<file path="config.mk">
export PLATFORM = sky130hd
export DESIGN_NAME = ref_window_loader
export DESIGN_NICKNAME = d
export VERILOG_FILES = /design/src/rtl/ref_window_loader.sv
export SDC_FILE = /design/constraint.sdc
export NUM_CORES = 2
export LEC_CHECK = 0
export BUFFER_PORTS_ARGS = -buffer_cell sky130_fd_sc_hd__buf_2
export CAP_MARGIN = 5
export CORE_AREA = 2 2 726 728
export CTS_CLUSTER_SIZE = 8
export DETAILED_ROUTE_END_ITERATION = 10
export DIE_AREA = 0 0 728 730
export SYNTH_ARGS = -nofsm -noshare
export SYNTH_HDL_FRONTEND = slang
export SYNTH_SLANG_ARGS = --single-unit
</file>
<file path="constraint.sdc">
create_clock -name clk -period 3.26 [get_ports clk]
set_clock_uncertainty 0.2 [all_clocks]
set_input_delay 0.163 -clock clk [delete_from_list [all_inputs] [get_ports clk]]
set_output_delay 0.163 -clock clk [all_outputs]
set_load 0.005 [all_outputs]
</file>
<file path="src/rtl/ref_window_loader.sv">
// Packs an 8-pixel-per-beat stream row-major into a 15x15 reference window
// and hands the completed window to the interpolator over valid/ready.
module ref_window_loader #(
  parameter int PIXEL_W  = 8,
  parameter int WIN_DIM  = 15,
  parameter int BEAT_PIX = 8
) (
  input  logic                                 clk,
  input  logic                                 rst,
  input  logic [BEAT_PIX*PIXEL_W-1:0]          in_data,
  input  logic                                 in_valid,
  input  logic                                 in_sof,
  output logic                                 in_ready,
  output logic [WIN_DIM*WIN_DIM*PIXEL_W-1:0]   win_buffer,
  output logic                                 win_valid,
  input  logic                                 win_ready,
  output logic [4:0]                           fill_cnt,
  output logic                                 sync_err,
  output logic                                 dbg_state
);

  // Handshake: a beat transfers on a rising edge where in_valid & in_ready;
  // a window transfers on a rising edge where win_valid & win_ready.

  typedef enum logic {
    S_FILL = 1'b0,
    S_FULL = 1'b1
  } state_t;

  localparam logic [4:0] LAST_BEAT = 5'(2 * WIN_DIM - 1);

  state_t                                   r_state;
  state_t                                   w_next_state;
  logic [4:0]                               r_fill_cnt;
  logic [4:0]                               w_next_cnt;
  logic                                     r_sync_err;
  logic [WIN_DIM-1:0][WIN_DIM-1:0][PIXEL_W-1:0] r_win;

  logic                                     w_in_ready;
  logic                                     w_win_valid;
  logic                                     w_accept;
  logic                                     w_restart;
  logic [4:0]                               w_beat_idx;
  logic [3:0]                               w_row;
  logic [WIN_DIM-1:0][PIXEL_W-1:0]          w_col_data;
  logic [WIN_DIM-1:0]                       w_col_we;

  assign w_accept   = in_valid & (r_state == S_FILL);
  // An sof beat arriving mid-fill abandons the partial window and becomes beat 0.
  assign w_restart  = w_accept & in_sof & (r_fill_cnt != 5'd0);
  assign w_beat_idx = w_restart ? 5'd0 : r_fill_cnt;
  assign w_row      = w_beat_idx[4:1];

  // Half 0 writes columns 0..7 from lanes 0..7; half 1 writes 8..14 from lanes 0..6.
  always_comb begin
    w_col_data = '0;
    w_col_we   = '0;
    for (int c = 0; c < WIN_DIM; c++) begin
      w_col_data[c] = in_data[(c % BEAT_PIX)*PIXEL_W +: PIXEL_W];
      w_col_we[c]   = w_accept & (w_beat_idx[0] ? (c >= BEAT_PIX) : (c < BEAT_PIX));
    end
  end

  always_comb begin
    w_next_state = r_state;
    w_next_cnt   = r_fill_cnt;
    w_in_ready   = 1'b0;
    w_win_valid  = 1'b0;
    case (r_state)
      S_FILL: begin
        w_in_ready = 1'b1;
        if (in_valid) begin
          if (w_restart) begin
            w_next_cnt = 5'd1;
          end else if (r_fill_cnt == LAST_BEAT) begin
            w_next_cnt   = 5'd0;
            w_next_state = S_FULL;
          end else begin
            w_next_cnt = r_fill_cnt + 5'd1;
          end
        end
      end
      S_FULL: begin
        w_win_valid = 1'b1;
        if (win_ready) w_next_state = S_FILL;
      end
      default: w_next_state = S_FILL;
    endcase
  end

  always_ff @(posedge clk or negedge rst) begin
    if (!rst) begin
      r_state    <= S_FILL;
      r_fill_cnt <= 5'd0;
      r_sync_err <= 1'b0;
    end else begin
      r_state    <= w_next_state;
      r_fill_cnt <= w_next_cnt;
      r_sync_err <= w_restart;
    end
  end

  always_ff @(posedge clk or negedge rst) begin
    if (!rst) begin
      r_win <= '0;
    end else begin
      for (int c = 0; c < WIN_DIM; c++) begin
        if (w_col_we[c]) r_win[w_row][c] <= w_col_data[c];
      end
    end
  end

  assign in_ready   = w_in_ready;
  assign win_valid  = w_win_valid;
  assign win_buffer = r_win;
  assign fill_cnt   = r_fill_cnt;
  assign sync_err   = r_sync_err;
  assign dbg_state  = r_state;

endmodule

</file>
==> impl_metrics.env <==
export IMPL_status="complete, no violations"
export IMPL_antenna_found_initial=109
export IMPL_cp_max_fo=45
export IMPL_rsz0062_at_grt="false"
export IMPL_grt_overflow=0
export IMPL_remaining_drc_errors=0
export IMPL_tns_ps=0
export IMPL_crit_slowest_cell="nor3_1"
export IMPL_postRouteAntennaNets=0
export IMPL_synthCells=4058
export IMPL_swShare_pct=29.89
export IMPL_clockBufferDepth=4
export IMPL_ys_flop_type="dfrtp_1"
export IMPL_synth_area_per_cell_sq_um=16.77
export IMPL_r2r_end="win_buffer[0]"
export IMPL_pre_cts_ws_ps=329.1
export IMPL_ys_seq_area_share_pct=66.43
export IMPL_max_freq_mhz=331.0
export IMPL_arrival_ps=3570
export IMPL_die_height_um=730
export IMPL_crit_chain="buf_4 > nor3_1 > a21oi_2 > a41oi_4 > buf_12 > mux2_2"
export IMPL_yosysWarningCount=0
export IMPL_p_seq_share_pct=41.7
export IMPL_fin_cells=13277
export IMPL_r2r_start="fill_cnt[4]"
export IMPL_die_x_um=728
export IMPL_hold_path_depth=4
export IMPL_p_sw_mw=21.23
export IMPL_drt_initial_drc_count=4093
export IMPL_syn2layout_area_growth_pct=41.49
export IMPL_crit_type="flop to flop"
export IMPL_synth_top_cells_by_area="dfrtp_1 66%, mux2_2 29%, mux2_4 1.3%"
export IMPL_grt_use_total_pct=13.20
export IMPL_place_gp_congestion=0.7598
export IMPL_clk_pin_slew_worst_paths_ps=50
export IMPL_dr_pass1_iters=7
export IMPL_power_leakage_nw=49.72
export IMPL_ys_types=44
export IMPL_pwr_share_clk_pct=36.5
export IMPL_max_stage_delay_ps=500
export IMPL_pin_count=1878
export IMPL_synth_top_family_by_area="multiplexers"
export IMPL_synth_edf_count=0
export IMPL_synth_compound_area_share_pct=0.2040
export IMPL_hp_start="in_sof"
export IMPL_core_sq_um=523500
export IMPL_slew_limit_headroom_pct=11.32
export IMPL_cts_tree="yes"
export IMPL_drv_cap=0
export IMPL_ys_seq_elements=1807
export IMPL_worst_slack_ps=238.4
export IMPL_final_cell_area_sq_um=96310
export IMPL_p_int_mw=49.79
export IMPL_synth_top_area_share_pct=66.43
export IMPL_cts_sinks=1807
export IMPL_cts_buffers=269
export IMPL_fin_crit_sh_pct=92.69
export IMPL_placed_cells=12790
export IMPL_wirelength_um=370900
export IMPL_synth_nets=4130
export IMPL_final_nets=6238
export IMPL_grt_max_degree=130
export IMPL_num_rows=266
export IMPL_via_per_inst=3.636
export IMPL_htree_levels=5
export IMPL_place_area_sq_um=87750
export IMPL_dr_total_vias=48270
export IMPL_root_buffer="clkbuf_16"
export IMPL_hold_class="input pin to flop"
export IMPL_postSynth_asyncResetShare_pct=100.0
export IMPL_rr_worst_depth=6
export IMPL_powerDensity_nw_per_um2=737.4
export IMPL_critPathRequiredTime_ps=3800
export IMPL_synth_mux_area_fraction_pct=30.13
export IMPL_worst_hold_slack_ps=200.9
export IMPL_fill_cells=56950
export IMPL_synthAdderAreaFrac_pct=0.05515
export IMPL_hold_end="fill_cnt[0]"
export IMPL_maxSlewViolCount=0
export IMPL_setup_violations=0
export IMPL_die_area_sq_um=531400
export IMPL_finalHoldViolCount=0
export IMPL_final_util_pct=18.40
export IMPL_yosysTopAreaCell="dfrtp_1"
export IMPL_wl_per_cell_um=27.93
export IMPL_start_util_pct=13.00
export IMPL_drive_above_1_share_pct=68.58
export IMPL_tightest_slew_ps=1330
export IMPL_peakVddDrop_uv=405.0
export IMPL_grt_pass1_vias=46626
export IMPL_synth_xor_area_share_pct=0.02573
export IMPL_grt_pass1_wl_um=467300
export IMPL_layout_min_cycle_time_ps=3022
export IMPL_end_kind="flop"
export IMPL_r2r_slack_ps=240
export IMPL_dpl_hpwl_um=262700
export IMPL_netlist_area_sq_um=68070
export IMPL_insertion_delay_ps=890
export IMPL_combPwrFrac_pct=21.9
export IMPL_synth_simple_area_share_pct=0.6011
export IMPL_power_mw=71.02
export IMPL_io_buffers=1877
export IMPL_cp_start_kind="flop"
flip-flops by register name, summed over array words and instances, names as in the netlist:
name and count:
dbg_state 1, fill_cnt 5, win_buffer 1800, sync_err 1
kinds of logic after synthesis:
logic type                 count (synthesis)
AOI/OAI and AO/OA                         13
and+or+nand+nor                           67
DFF                                     1807
muxes                                   1801
adders and majority gates                  3
xor gates and xnor gates                   2
buffers and inverters                    365
layout make-up:
type | count | area [sq um] | share of cell area [%]
Timing Repair Buffer | 2199 | 13250 | 13.76
Clock buffer | 280 | 6834 | 7.096
Clock inverter | 34 | 723.2 | 0.7509
Sequential cell | 1807 | 45220 | 46.95
Antenna cell | 100 | 250.2 | 0.2598
Tap cell | 6968 | 8718 | 9.053
Multi-Input combinational cell | 1886 | 21300 | 22.12
Inverter | 3 | 11.26 | 0.01169
routing by layer:
| layer | vias up | part of all wire, % | global-route usage (%) |
|---|---|---|---|
| met5 | - | 0.043 | 0 |
| met4 | 22 | 4.9 | 6.188 |
| met3 | 740 | 9.7 | 3.816 |
| met2 | 3110 | 46 | 21.16 |
| met1 | 25916 | 39 | 16.29 |
| li1 | 18482 | - | - |
placed cells by master, fill, tap and decap left out, drive strengths merged, types with 2 or more instances in the layout:
cell type    count
ha               3
or4b             2
clkinv          22
nor2b            3
nor2            19
and3b            2
mux2          1801
dfrtp         1807
and4             2
buf           2127
nand2           14
bufinv           2
nor3b            3
nand3            9
dlygate4sd3     72
xor2             2
nand4            3
nor3             3
a21oi            4
clkbuf         280
clkinvlp         3
inv             10
and4bb           2
and3             2
diode          100
o21ai            2
worst max-delay path: cells and delay by family, from the launching register on:
family | cells | cell delay, ps
compound gates | 2 | 570
buf+inv | 2 | 450
simple gates | 1 | 500
mux | 1 | 410
flops | 1 | 450
Yosys cell counts (all sizes together), types with 3 or more instances:
cell / n
dfrtp: 1807
mux2: 1801
clkbuf: 183
buf: 179
nor2: 19
nand2: 14
nand3: 9
a21oi: 4
ha: 3
inv: 3
nand4: 3
nor2b: 3
nor3: 3
nor3b: 3
how the worst max path moves through the flow:
stage                     start          endpoint  slack, ps  cells after the start
floorplan           fill_cnt[1]  win_buffer[1560]        650                      7
global route        fill_cnt[2]    win_buffer[29]        170                      6
finish              fill_cnt[4]     win_buffer[0]        240                      6
detailed placement  fill_cnt[4]     win_buffer[0]        330                      6
global placement    fill_cnt[0]  win_buffer[1597]        320                      8
CTS                 fill_cnt[4]    win_buffer[29]        290                      6
power groups by stage:
stage / sequential [mW] / clock, mW / combinational, mW
2_1_floorplan: 30.2 / 0 / 5.32
3_3_place_gp: 29.7 / 0 / 15.3
3_5_place_dp: 29.8 / 0 / 15.5
4_1_cts: 29.5 / 26.5 / 15.6
5_1_grt: 30.1 / 27.4 / 16.2
6_report: 29.6 / 25.9 / 15.5
repair_timing:
action | 4_1_cts | 5_1_grt
endpoints found under the setup margin | 0 | 0
hold buffers | 73 | 0
endpoints found under the hold margin | 3104 | 0
resized for setup | 0 | 0
buffers inserted | 0 | 0
Note: power is estimated with default switching activity, not from simulation.
